--- config.mk ---
export PLATFORM = sky130hd
export DESIGN_NAME = regfile_multiport
export DESIGN_NICKNAME = d
export VERILOG_FILES = /design/src/rtl/regfile_multiport_pkg.sv /design/src/rtl/regfile_multiport_read_port.sv /design/src/rtl/regfile_multiport.sv
export SDC_FILE = /design/constraint.sdc
export NUM_CORES = 1
export LEC_CHECK = 0
export BUFFER_PORTS_ARGS = -buffer_cell sky130_fd_sc_hd__buf_2
export CAP_MARGIN = 5
export CORE_MARGIN = 1.5
export CORE_UTILIZATION = 50
export DETAILED_ROUTE_END_ITERATION = 10
export GPL_TIMING_DRIVEN = 0
export HOLD_SLACK_MARGIN = 0.05
export PLACE_DENSITY = 0.74
export SLEW_MARGIN = 40
export SYNTH_ARGS = -nofsm -noshare
export SYNTH_HDL_FRONTEND = slang
export SYNTH_SLANG_ARGS = --single-unit
export TNS_END_PERCENT = 10
--- constraint.sdc ---
create_clock -name clk -period 1.9 [get_ports clk]
set_input_delay 0 -clock clk [delete_from_list [all_inputs] [get_ports clk]]
set_output_delay 0 -clock clk [all_outputs]
set_load 0.03 [all_outputs]
--- src/rtl/regfile_multiport_pkg.sv ---
// Shared register-file configuration for the CPU top and benches.
// Widths and defaults only; the REGFILE_ZERO_REG_EN option lives in the RTL.
package cpuConfig;

  localparam int REG_N      = 8;
  localparam int REG_R_SIZE = 2;
  localparam int REG_DEPTH  = 4;
  localparam int REG_NUM_RD = 2;

  typedef logic [REG_N-1:0]      reg_t;
  typedef logic [REG_R_SIZE-1:0] regAddr_t;

endpackage

--- src/rtl/regfile_multiport_read_port.sv ---
// One combinational read port: out-of-range zero, write-back forward, else array.
// Optional macro REGFILE_ZERO_REG_EN hardwires address 0 to read as zero.
module regfile_read_port
  import cpuConfig::*;
#(
  parameter int N      = REG_N,
  parameter int R_SIZE = REG_R_SIZE,
  parameter int DEPTH  = REG_DEPTH
) (
  input  logic [R_SIZE-1:0]         addr,
  input  logic                      wbValid,
  input  logic [R_SIZE-1:0]         wbAddr,
  input  logic [N-1:0]              wbData,
  input  logic [DEPTH-1:0][N-1:0]   regs,
  output logic [N-1:0]              data
);

  logic          in_range;
  logic [N-1:0]  arr_data;

  always_comb begin
    in_range = 1'b0;
    arr_data = '0;
    for (int i = 0; i < DEPTH; i++) begin
      if (addr == R_SIZE'(i)) begin
        in_range = 1'b1;
        arr_data = regs[i];
      end
    end
  end

  always_comb begin
    data = '0;
    if (in_range) begin
      // The pending write is newer than the array, so it takes precedence.
      if (wbValid && (wbAddr == addr)) data = wbData;
      else                             data = arr_data;
    end
`ifdef REGFILE_ZERO_REG_EN
    if (addr == '0) data = '0;
`endif
  end

endmodule

--- src/rtl/regfile_multiport.sv ---
// DEPTH x N register file, NUM_RD forwarded read ports, one write port via a write-back stage.
// Optional macro REGFILE_ZERO_REG_EN makes register 0 read-only zero.
module regfile_multiport
  import cpuConfig::*;
#(
  parameter int N      = REG_N,
  parameter int R_SIZE = REG_R_SIZE,
  parameter int DEPTH  = REG_DEPTH,
  parameter int NUM_RD = REG_NUM_RD
) (
  input  logic                     clk,
  input  logic                     nReset,
  input  logic [N-1:0]             dataIn,
  input  logic [R_SIZE-1:0]        dAddressIn,
  input  logic                     writeEnIn,
  input  logic [NUM_RD*R_SIZE-1:0] rdAddressIn,
  output logic [NUM_RD*N-1:0]      rdDataOut,
  output logic                     wbPendingOut
);

  logic [DEPTH-1:0][N-1:0] regs_q, regs_d;
  logic                    wb_valid_q, wb_valid_d;
  logic [R_SIZE-1:0]       wb_addr_q, wb_addr_d;
  logic [N-1:0]            wb_data_q, wb_data_d;
  logic                    wr_addr_ok;

  always_comb begin
    wr_addr_ok = 1'b0;
    for (int i = 0; i < DEPTH; i++) begin
      if (dAddressIn == R_SIZE'(i)) wr_addr_ok = 1'b1;
    end
`ifdef REGFILE_ZERO_REG_EN
    if (dAddressIn == '0) wr_addr_ok = 1'b0;
`endif
  end

  // Capture of the new write and commit of the held one share an edge, so no stall.
  always_comb begin
    regs_d     = regs_q;
    wb_valid_d = writeEnIn && wr_addr_ok;
    wb_addr_d  = wb_addr_q;
    wb_data_d  = wb_data_q;
    if (wb_valid_q) begin
      for (int i = 0; i < DEPTH; i++) begin
        if (wb_addr_q == R_SIZE'(i)) regs_d[i] = wb_data_q;
      end
    end
    if (wb_valid_d) begin
      wb_addr_d = dAddressIn;
      wb_data_d = dataIn;
    end
  end

  always_ff @(posedge clk or negedge nReset) begin
    if (!nReset) begin
      regs_q     <= '0;
      wb_valid_q <= 1'b0;
      wb_addr_q  <= '0;
      wb_data_q  <= '0;
    end else begin
      regs_q     <= regs_d;
      wb_valid_q <= wb_valid_d;
      wb_addr_q  <= wb_addr_d;
      wb_data_q  <= wb_data_d;
    end
  end

  assign wbPendingOut = wb_valid_q;

  for (genvar p = 0; p < NUM_RD; p++) begin : g_rd
    regfile_read_port #(
      .N      (N),
      .R_SIZE (R_SIZE),
      .DEPTH  (DEPTH)
    ) u_rd (
      .addr    (rdAddressIn[p*R_SIZE +: R_SIZE]),
      .wbValid (wb_valid_q),
      .wbAddr  (wb_addr_q),
      .wbData  (wb_data_q),
      .regs    (regs_q),
      .data    (rdDataOut[p*N +: N])
    );
  end

endmodule

==> summary.md, run 1 <==
| Metric | Value |
|---|---|
| Critical path type | register to primary output |
| GR Overflow Total | 0 |
| Synth area leaders | dfrtp_1 (48%), mux2_2 (28%), mux4_2 (16%) |
| Number of antenna violations at the first check in global routing | 0 |
| Final RePlAce weighted congestion | 0.7319 |
| Nets | 200 |
| Drt first pass iters | 4 |
| Initial Util | 0.5161 |
| Post-Route WL | 4605 um |
| #FFs+latches synth | between 40 and 50 |
| Final worst slack | about 68 ps |
| Cell accounting for the most synthesized area | dfrtp_1 |
| Final Max Slew Viols | 0 |
| Peak Freq | 545.9 MHz |
| Post-route insts no fill | 236 |
| Crit path arrival time | around 1800 ps |
| Clk_lat worst skew | 300 ps |
| Root buf cell | clkbuf_8 |
| First-pass GRT wire length | approximately 7600 um |
| Crit Path Max Fanout | 8 |
| Postcts setup bufs | 0 |
| Iter 0 DRT Violations | 40 |
| Setup violators final | 0 |
| CP endpoint kind | primary output |
| Dpl hpwl | 3004 um |
| Worst-margin pin slew | about 530 ps |
| Layout area overhead | 20.60% |
| Unique masters post-synth | 12 |
| Core area | 0.004354 mm^2 |
| EDFF count, synth | 0 |
| Vias in the first global route | 1476 |
| Avg WL per Cell | approximately 20 um |
| I/O pin count | 34 |
| Synth Net Count | between 150 and 200 |
| Avg Synthesized Cell Area | 16.52 um^2 |
| Mapped Area | 0.002247 mm^2 |
| Die X | 70.04 um |
| Asr flop ratio synth | 1.000 |
| GR Util met2 | 0.3312 |
| Die height | 70.04 um |
| GRT Util Overall | 0.2089 |
| CP startpoint kind | register |
| CTS Sinks | 43 |
| GR Layer Usage met3 | 0.05628 |
| Static Leak | about 1.2 nW |
| Top_reg_cell synth | dfrtp_1 |
| Die area | 0.004906 mm^2 |
| Dpl cells | approximately 220 |
| Peak VDD IR | 0.6091 mV |
| Detailed-route via count | 1372 |
| Pre-CTS setup slack | 342.3 ps |
| TritonCTS clock tree | built |
| Row cnt | 24 |
| Period utilization | 0.9641 |
| Port bufs | 28 |
| Yosys Warn Count | 0 |
| Global route hottest layer | met2 |
| Worst relative slew slack | 0.6440 |
| H-tree Lvls | 2 |
| Longest Clk Path Bufs | 2 |
| DRC | 0 |
| Register area share after synthesis | 0.4788 |
| TritonCTS Buffers | 5 |
| Mapped Cells | about 140 |
| Most frequent cell after synthesis | mux2_2 |
| HP Class | input port to register |
| Pwr Density | between 1000 and 1500 mW/mm^2 |
| Share of cells above drive strength 1 | 0.6630 |
| Fin. Hold Viols | 0 |
| Vias/cell | just under 6 |
| Yosys top cell area share | 0.4788 |
| Final min period | 1832 ps |
| Status | finished clean |
| Met1 Use GR | 0.2772 |
| Clk slew on worst S/H paths | 90 ps |
| Post-route ant nets | 0 |
| Synth top cells by count | mux2_2 (56), dfrtp_1 (43), mux4_2 (16), buf_2 (6), xnor2_1 (4) |
| Worst Skew | 9.233 ps |
| Antenna fix cells | 0 |
| Critical path required time | 1900 ps |
| Max-cap violations | 0 |
| Largest net degree at the start of global routing | 44 |
[through the flow]
step / instance area (um^2) / total power [mW] / TNS [ps] / hold slack, ps / utilization
after floorplan: 2247 / 2.236 / 0 / -295.6 / -
after global placement: 2452 / 2.461 / 0 / 102.1 / 0.5632
after detailed placement: 2455 / 2.530 / 0 / 26.65 / 0.5638
after CTS: 2688 / 3.270 / 0 / 182.3 / 0.6172
after global routing: 2710 / 3.415 / -28.87 / 183.8 / 0.6224
final: 2710 / 3.245 / 0 / 184.6 / 0.6224
[final cells by class]
| cell class | count | area (um^2) |
|---|---|---|
| Timing Repair Buffer | 40 | 262.8 |
| Multi-Input combinational cell | 84 | 1137 |
| Sequential cell | 43 | 1076 |
| Buffer | 9 | 56.30 |
| Clock buffer | 5 | 68.82 |
| Fill cell | 326 | 1644 |
| Tap cell | 52 | 65.06 |
| Clock inverter | 3 | 43.79 |
[cell families (layout without fill, tap and decap cells)]
| logic type | Yosys count | count (layout) | share of synthesized area |
|---|---|---|---|
| flops | 43 | 43 | 0.4788 |
| mux | 74 | 74 | 0.4543 |
| buf+inv | 9 | 57 | 0.02505 |
| simple gates | 6 | 6 | 0.02617 |
| xor+xnor | 4 | 4 | 0.01559 |
[state kept, by name (all words and copies together) (netlist names)]
register,count
wb_addr_q,2
wb_data_q,8
wbPendingOut,1
regs_q,32
[worst max-delay path, stage by stage (launching register included)]
cell	delay (ps)
dfrtp_1	360
buf_2	180
xnor2_1	270
nand3_4	200
mux2_4	340
buf_2	170
[what timing repair did]
item / CTS / global route
hold endpoints to repair: 54 / 0
setup endpoints to repair: 0 / 16
resized for setup: 0 / 3
hold buffers: 12 / 0
[power by group]
group | leakage [nW] | internal, mW | switching [mW]
registers | 0.508 | 1.16 | 0.186
clock network | 0.0581 | 0.391 | 0.318
logic | 0.585 | 0.628 | 0.560
[placed cells by master, fill, tap and decap left out]
cell,n
buf_2,33
buf_4,1
buf_6,2
bufinv_16,1
clkbuf_1,1
clkbuf_8,5
clkinv_2,1
clkinv_4,1
dfrtp_1,43
dlygate4sd3_1,12
mux2_2,56
mux2_4,2
mux4_2,16
nand3_1,1
nand3_4,2
nand3b_1,2
nor3b_4,1
xnor2_1,3
xnor2_2,1
[per-layer routing]
layer,vias up,routed length (um),share of wire
met5,-,0,0
met4,0,99,0.021
met3,9,175,0.038
met2,33,2280,0.50
met1,712,2050,0.45
li1,618,-,-
[path summary, 6_finish.rpt]
path	from	end	slack (ps)	cells past startpoint
max	wb_addr_q[0]$_DFFE_PN0P_	rdDataOut[0]	70	5
min	writeEnIn	wb_data_q[5]$_DFFE_PN0P_	180	2
max reg2reg	wbPendingOut$_DFF_PN0_	regs_q[0]$_DFFE_PN0P_	320	3
min reg2reg	regs_q[11]$_DFFE_PN0P_	regs_q[11]$_DFFE_PN0P_	530	1
max in group asynchronous	nReset	wb_data_q[7]$_DFFE_PN0P_	1310	2
min in group asynchronous	nReset	regs_q[12]$_DFFE_PN0P_	220	2
(Power assumes the default switching activity.)
==> run 2, diff against run 1 <==
--- a/config.mk
+++ b/config.mk
@@ -8,11 +8,11 @@
 export BUFFER_PORTS_ARGS = -buffer_cell sky130_fd_sc_hd__buf_2
 export CAP_MARGIN = 5
 export CORE_MARGIN = 1.5
-export CORE_UTILIZATION = 50
+export CORE_UTILIZATION = 30
 export DETAILED_ROUTE_END_ITERATION = 10
 export GPL_TIMING_DRIVEN = 0
 export HOLD_SLACK_MARGIN = 0.05
-export PLACE_DENSITY = 0.74
+export PLACE_DENSITY = 0.5
 export SLEW_MARGIN = 40
 export SYNTH_ARGS = -nofsm -noshare
 export SYNTH_HDL_FRONTEND = slang
==> run 2 against run 1 <==
First-iteration DRC count increased by 23%. Count of clock-buffer cells in the layout increased by 3. Sequential cell count unchanged. Setup slack improved by 12 ps. Clock skew decreased by 6.6 ps. Non-clock buffer count unchanged. Die area increased by 63%. Critical endpoint is now rdDataOut[7]. Largest power group unchanged.
==> summary.md, run 2 (same netlist as run 1, synthesis figures left out) <==
| Metric | Value |
|---|---|
| Status | finished clean |
| Clk_lat worst skew | 300 ps |
| Crit-path cells | buf_2, xnor2_2, nand3_4, mux2_2, buf_2 |
| CP endpoint kind | primary output |
| Peak Freq | between 500 and 600 MHz |
| WP buf/inv | 2 |
| Reg area | 0.001076 mm^2 |
| H-tree Lvls | 2 |
| Clk slew on worst S/H paths | roughly 80 ps |
| Period utilization | 0.9575 |
| Fin. Hold Viols | 0 |
| Postcts setup bufs | 0 |
| Static Leak | between 1 and 1.5 nW |
| Final min period | 1819 ps |
| GR Overflow Total | 0 |
| P_sw | 1.070 mW |
| Largest register FFs | 32 |
| Peak VDD IR | just under 0.3 mV |
| Vias/cell | ~4.8 |
| Antenna fix cells | 0 |
| Share of cells above drive strength 1 | 0.6739 |
| Post-route insts no fill | 283 |
| Crit Path Max Fanout | 8 |
| Worst-margin pin slew | 588.1 ps |
| First-pass GRT wire length | 8211 um |
| Reg2Reg Launch Point | wbPendingOut$_DFF_PN0_ |
| Top flop regs | regs_q x32, wb_data_q x8, wb_addr_q x2 |
| Worst Hold Path Cells | 2 |
| Setup TNS | 0 ps |
| R2r endpoint | regs_q[5]$_DFFE_PN0P_ |
| GR Layer Usage met3 | 0.03324 |
| Die height | 89.55 um |
| Cell internal pwr | 2.127 mW |
| Critical Path Most Common Cell | buf_2 |
| Final worst slack | around 81 ps |
| Vias in the first global route | 1518 |
| Setup violators final | 0 |
| GR Util met2 | 0.2442 |
| GRT Util Overall | 0.1466 |
| Drt first pass iters | 4 |
| Die area | 0.008018 mm^2 |
| Core area | 0.007253 mm^2 |
| I/O pin count | 34 |
| Final Max Slew Viols | 0 |
| Biggest register | regs_q |
| R2R cell count | 3 |
| Critical path required time | 1900 ps |
| Slowest cell on the critical path | dfrtp_1 |
| Global route hottest layer | met2 |
| Final RePlAce weighted congestion | 0.6602 |
| Pwr Density | around 1200 mW/mm^2 |
| Hold Crit Start | writeEnIn |
| Layout area overhead | 23.66% |
| Avg WL per Cell | around 19 um |
| CP startpoint kind | register |
| Port bufs | 28 |
| Delay-heaviest family, CP | buffers and inverters |
| Combinational Power Share | 0.375 |
| Multi-input gate area | about 0.0012 mm^2 |
| Dpl hpwl | 3412 um |
| Worst Skew | 2.648 ps |
| Number of antenna violations at the first check in global routing | 0 |
| Max-cap violations | 0 |
| Post-route ant nets | 0 |
| Critical path's largest stage delay | approximately 360 ps |
| Fill cell count | 711 |
| Largest net degree at the start of global routing | 44 |
| Worst relative slew slack | 0.6068 |
| Met1 Use GR | 0.1865 |
| Nets | 200 |
| CTS Sinks | 43 |
| Reg-to-reg slack, setup | 280 ps |
| Iter 0 DRT Violations | 49 |
| Most frequent cells in the layout | mux2_2 (56), dfrtp_1 (43), buf_2 (33) |
| Row cnt | 31 |
| Crit path arrival time | 1820 ps |
| Longest Clk Path Bufs | 2 |
| Switching share of power | 0.3347 |
| HP Class | input port to register |
| TritonCTS clock tree | built |
| Part of the power in registers | 0.421 |
| Most common cell after layout, fill and taps aside | mux2_2 |
| Critical path type | register to primary output |
| Detailed-route via count | 1356 |
| Final Util | 0.3831 |
| Hold path endpoint | wb_data_q[6]$_DFFE_PN0P_ |
| Clock share of power | 0.204 |
| Initial Util | 0.3098 |
| Dpl cells | 263 |
| Pre-CTS setup slack | 254.0 ps |
| Die X | 89.55 um |
| Post-Route WL | 5304 um |
| Root buf cell | clkbuf_8 |
| DRC | 0 |
| TritonCTS Buffers | 5 |
[run 2: power groups by stage]
| stage | registers (mW) | logic, mW | clock network, mW |
|---|---|---|---|
| 4_1_cts | 1.35 | 1.21 | 0.675 |
| 3_5_place_dp | 1.37 | 1.18 | 0 |
| 3_3_place_gp | 1.32 | 1.15 | 0 |
| 6_report | 1.35 | 1.20 | 0.653 |
| 2_1_floorplan | 1.30 | 0.937 | 0 |
| 5_1_grt | 1.38 | 1.28 | 0.714 |
[run 2: worst max path at each step]
stage | endpoint | from | depth (start not counted) | slack, ps
2_1_floorplan | regs_q[0]$_DFFE_PN0P_ | wbPendingOut$_DFF_PN0_ | 3 | 360
3_3_place_gp | regs_q[5]$_DFFE_PN0P_ | wbPendingOut$_DFF_PN0_ | 3 | 300
3_5_place_dp | rdDataOut[15] | wb_addr_q[0]$_DFFE_PN0P_ | 5 | 250
4_1_cts | rdDataOut[0] | wb_addr_q[0]$_DFFE_PN0P_ | 5 | 10
5_1_grt | rdDataOut[0] | wb_addr_q[1]$_DFFE_PN0P_ | 5 | -3
6_report | rdDataOut[7] | wb_addr_q[1]$_DFFE_PN0P_ | 5 | 80
[run 2: final cells by class]
class	count	share of cell area
plain buffers	9	0.02026
repair buffers	40	0.09455
clock buffers	8	0.03602
multi-input cells	84	0.4174
well taps	99	0.04457
flip-flops and latches	43	0.3872
[run 2: per-layer routing]
layer | vias to the layer above | routed length (um)
met2 | 29 | 2639
met3 | 8 | 180
met5 | - | 0
met1 | 701 | 2374
met4 | 0 | 110
li1 | 618 | -
[run 2: per-stage QoR]
stage	instance area (um^2)	hold WS (ps)	total power [mW]
3_5_place_dp	2514	38.74	2.542
5_1_grt	2779	221.5	3.376
6_report	2779	211.8	3.197
2_1_floorplan	2247	-295.6	2.236
3_3_place_gp	2511	111.9	2.474
4_1_cts	2756	212.9	3.231
[run 2: timing repair]
action / 4_1_cts / 5_1_grt
endpoints found under the setup margin: 16 / 16
cloned: 0 / 0
hold buffers: 12 / 0
gates resized for setup: 3 / 3
endpoints found under the hold margin: 54 / 0
pin swaps: 0 / 3
==> run 3, diff against run 2 <==
==> constraint.sdc (replaced) <==
create_clock -name clk -period 1.9 [get_ports clk]
set_input_delay 0.38 -clock clk [delete_from_list [all_inputs] [get_ports clk]]
set_output_delay 0.38 -clock clk [all_outputs]
set_load 0.03 [all_outputs]
==> run 3 against run 2 <==
The flow now finishes with violations (negative setup slack). Critical path depth unchanged. Worst hold slack got worse by 130 ps. Clock power decreased by 1%. Setup slack got worse by 280 ps. Register-to-register slack got worse by 100 ps. Global-route usage about the same. Cell area decreased by 1.2%. Sequential cell count unchanged. Count of clock-buffer cells in the layout unchanged. Non-clock buffer count decreased by 11. Via count decreased by 3.2%. Combinational power increased by 4%. Largest power group unchanged.
==> summary.md, run 3 (same netlist as run 1, synthesis figures left out) <==
| Metric | Value |
|---|---|
| Status | complete, but fails checks |
| Violated checks | negative setup slack |
| GR Overflow Total | 0 |
| CTS Sinks | 43 |
| Worst Skew | 3.087 ps |
| RSZ-0062 raised after global routing | yes |
| Root buf cell | clkbuf_8 |
| Setup violators final | 16 |
| Post-route insts no fill | 272 |
| Biggest register | regs_q |
| Port bufs | 28 |
| Largest register FFs | 32 |
| CP endpoint kind | primary output |
| Met1 Use GR | 0.1867 |
| Final min period | 2098 ps |
| Share of cells above drive strength 1 | 0.7225 |
| Worst-margin pin slew | 591.8 ps |
| Clk slew on worst S/H paths | 80 ps |
| Most frequent cells in the layout | mux2_2 (55), dfrtp_1 (43), buf_2 (28) |
| Post-Route WL | 5265 um |
| Row cnt | 31 |
| Final RePlAce weighted congestion | about 0.66 |
| Dpl hpwl | about 3400 um |
| Final Util | 0.3786 |
| First-pass GRT wire length | 8162 um |
| GRT Util Overall | 0.1462 |
| Static Leak | around 1.1 nW |
| DP Area | 0.002514 mm^2 |
| CP startpoint kind | register |
| Vias in the first global route | 1493 |
| Initial Util | 0.3098 |
| Hold Buf Count CTS | 0 |
| TritonCTS clock tree | built |
| Die height | slightly below 90 um |
| Global route hottest layer | met2 |
| Final Max Slew Viols | 0 |
| Drt first pass iters | 4 |
| GR Util met2 | 0.2429 |
| Most common cell after layout, fill and taps aside | mux2_2 |
| I/O pin count | 34 |
| Dpl cells | 263 |
| Layout area overhead | 22.22% |
| Number of antenna violations at the first check in global routing | 0 |
| Final worst slack | -197.6 ps |
| Peak Freq | 476.7 MHz |
| H-tree Lvls | 2 |
| Pwr Density | between 1000 and 1500 mW/mm^2 |
| Avg WL per Cell | 19.36 um |
| Die X | 89.55 um |
| Core area | 0.007253 mm^2 |
| Crit Path Max Fanout | 8 |
| HP Class | input port to async pin |
| Max-cap violations | 0 |
| Fin. Hold Viols | 0 |
| Largest net degree at the start of global routing | 44 |
| Worst relative slew slack | 0.6044 |
| GR Layer Usage met3 | 0.03324 |
| Die area | roughly 0.0080 mm^2 |
| Longest Clk Path Bufs | 2 |
| Antenna fix cells | 0 |
| Top flop regs | regs_q x32, wb_data_q x8, wb_addr_q x2 |
| Vias/cell | 4.827 |
| Period utilization | 1.104 |
| Peak VDD IR | 0.3378 mV |
| Post-route ant nets | 0 |
| Critical path required time | 1520 ps |
| Pre-CTS setup slack | -223.9 ps |
| Detailed-route via count | 1313 |
| TritonCTS Buffers | 5 |
| Iter 0 DRT Violations | 58 |
| Clk_lat worst skew | 300 ps |
| Nets | 189 |
| DRC | 0 |
| Post-route cell area | 0.002746 mm^2 |
| Critical path type | register to primary output |
| Crit path arrival time | 1720 ps |
-- run 3: area by class of cell --
cell class,instances,area [um^2]
Fill cell,711,4507
Multi-Input combinational cell,84,1209
Sequential cell,43,1076
Timing Repair Buffer,29,168.9
Tap cell,99,123.9
Clock buffer,8,100.1
Buffer,9,68.82
-- run 3: critical path, cell delays in order (launching register included) --
cell,delay [ps]
dfrtp_1,380
buf_6,150
xnor2_4,130
nand3_4,200
mux2_2,380
buf_2,180
-- run 3: through the flow --
stage / hold slack, ps / total power [mW] / setup TNS [ps]
final: 77.11 / 3.243 / -2815
after global routing: 107.1 / 3.428 / -3920
after CTS: 95.07 / 3.294 / -3017
after detailed placement: 418.7 / 2.542 / -3085
after global placement: 491.9 / 2.474 / -3208
after floorplan: 84.41 / 2.236 / 0
-- run 3: timing repair --
item                       4_1_cts  5_1_grt
resized for setup               21        0
pin swaps                        6        2
setup buffers                    1        0
setup endpoints to repair       16       16
-- run 3: power by group --
group	total (mW)	internal [mW]	switching [mW]	leakage, nW
clock	0.646	0.332	0.314	0.0515
sequential	1.35	1.16	0.185	0.508
combinational	1.25	0.673	0.577	0.578
total	3.24	2.17	1.08	1.14
-- run 3: worst paths after layout --
path | start | endpoint | slack, ps | cells past startpoint
max in group asynchronous | nReset | regs_q[4]$_DFFE_PN0P_ | 1440 | 1
hold / removal | nReset | wb_data_q[5]$_DFFE_PN0P_ | 80 | 1
setup reg to reg | wb_addr_q[0]$_DFFE_PN0P_ | regs_q[4]$_DFFE_PN0P_ | 180 | 4
min in group clk | writeEnIn | wbPendingOut$_DFF_PN0_ | 180 | 1
setup / recovery | wb_addr_q[1]$_DFFE_PN0P_ | rdDataOut[7] | -200 | 5
hold reg to reg | regs_q[2]$_DFFE_PN0P_ | regs_q[2]$_DFFE_PN0P_ | 530 | 1
-- run 3: per-layer routing --
layer	wire [um]	vias to the layer above
met5	0	-
met4	114	0
met3	187	8
met2	2616	29
met1	2345	683
li1	-	593
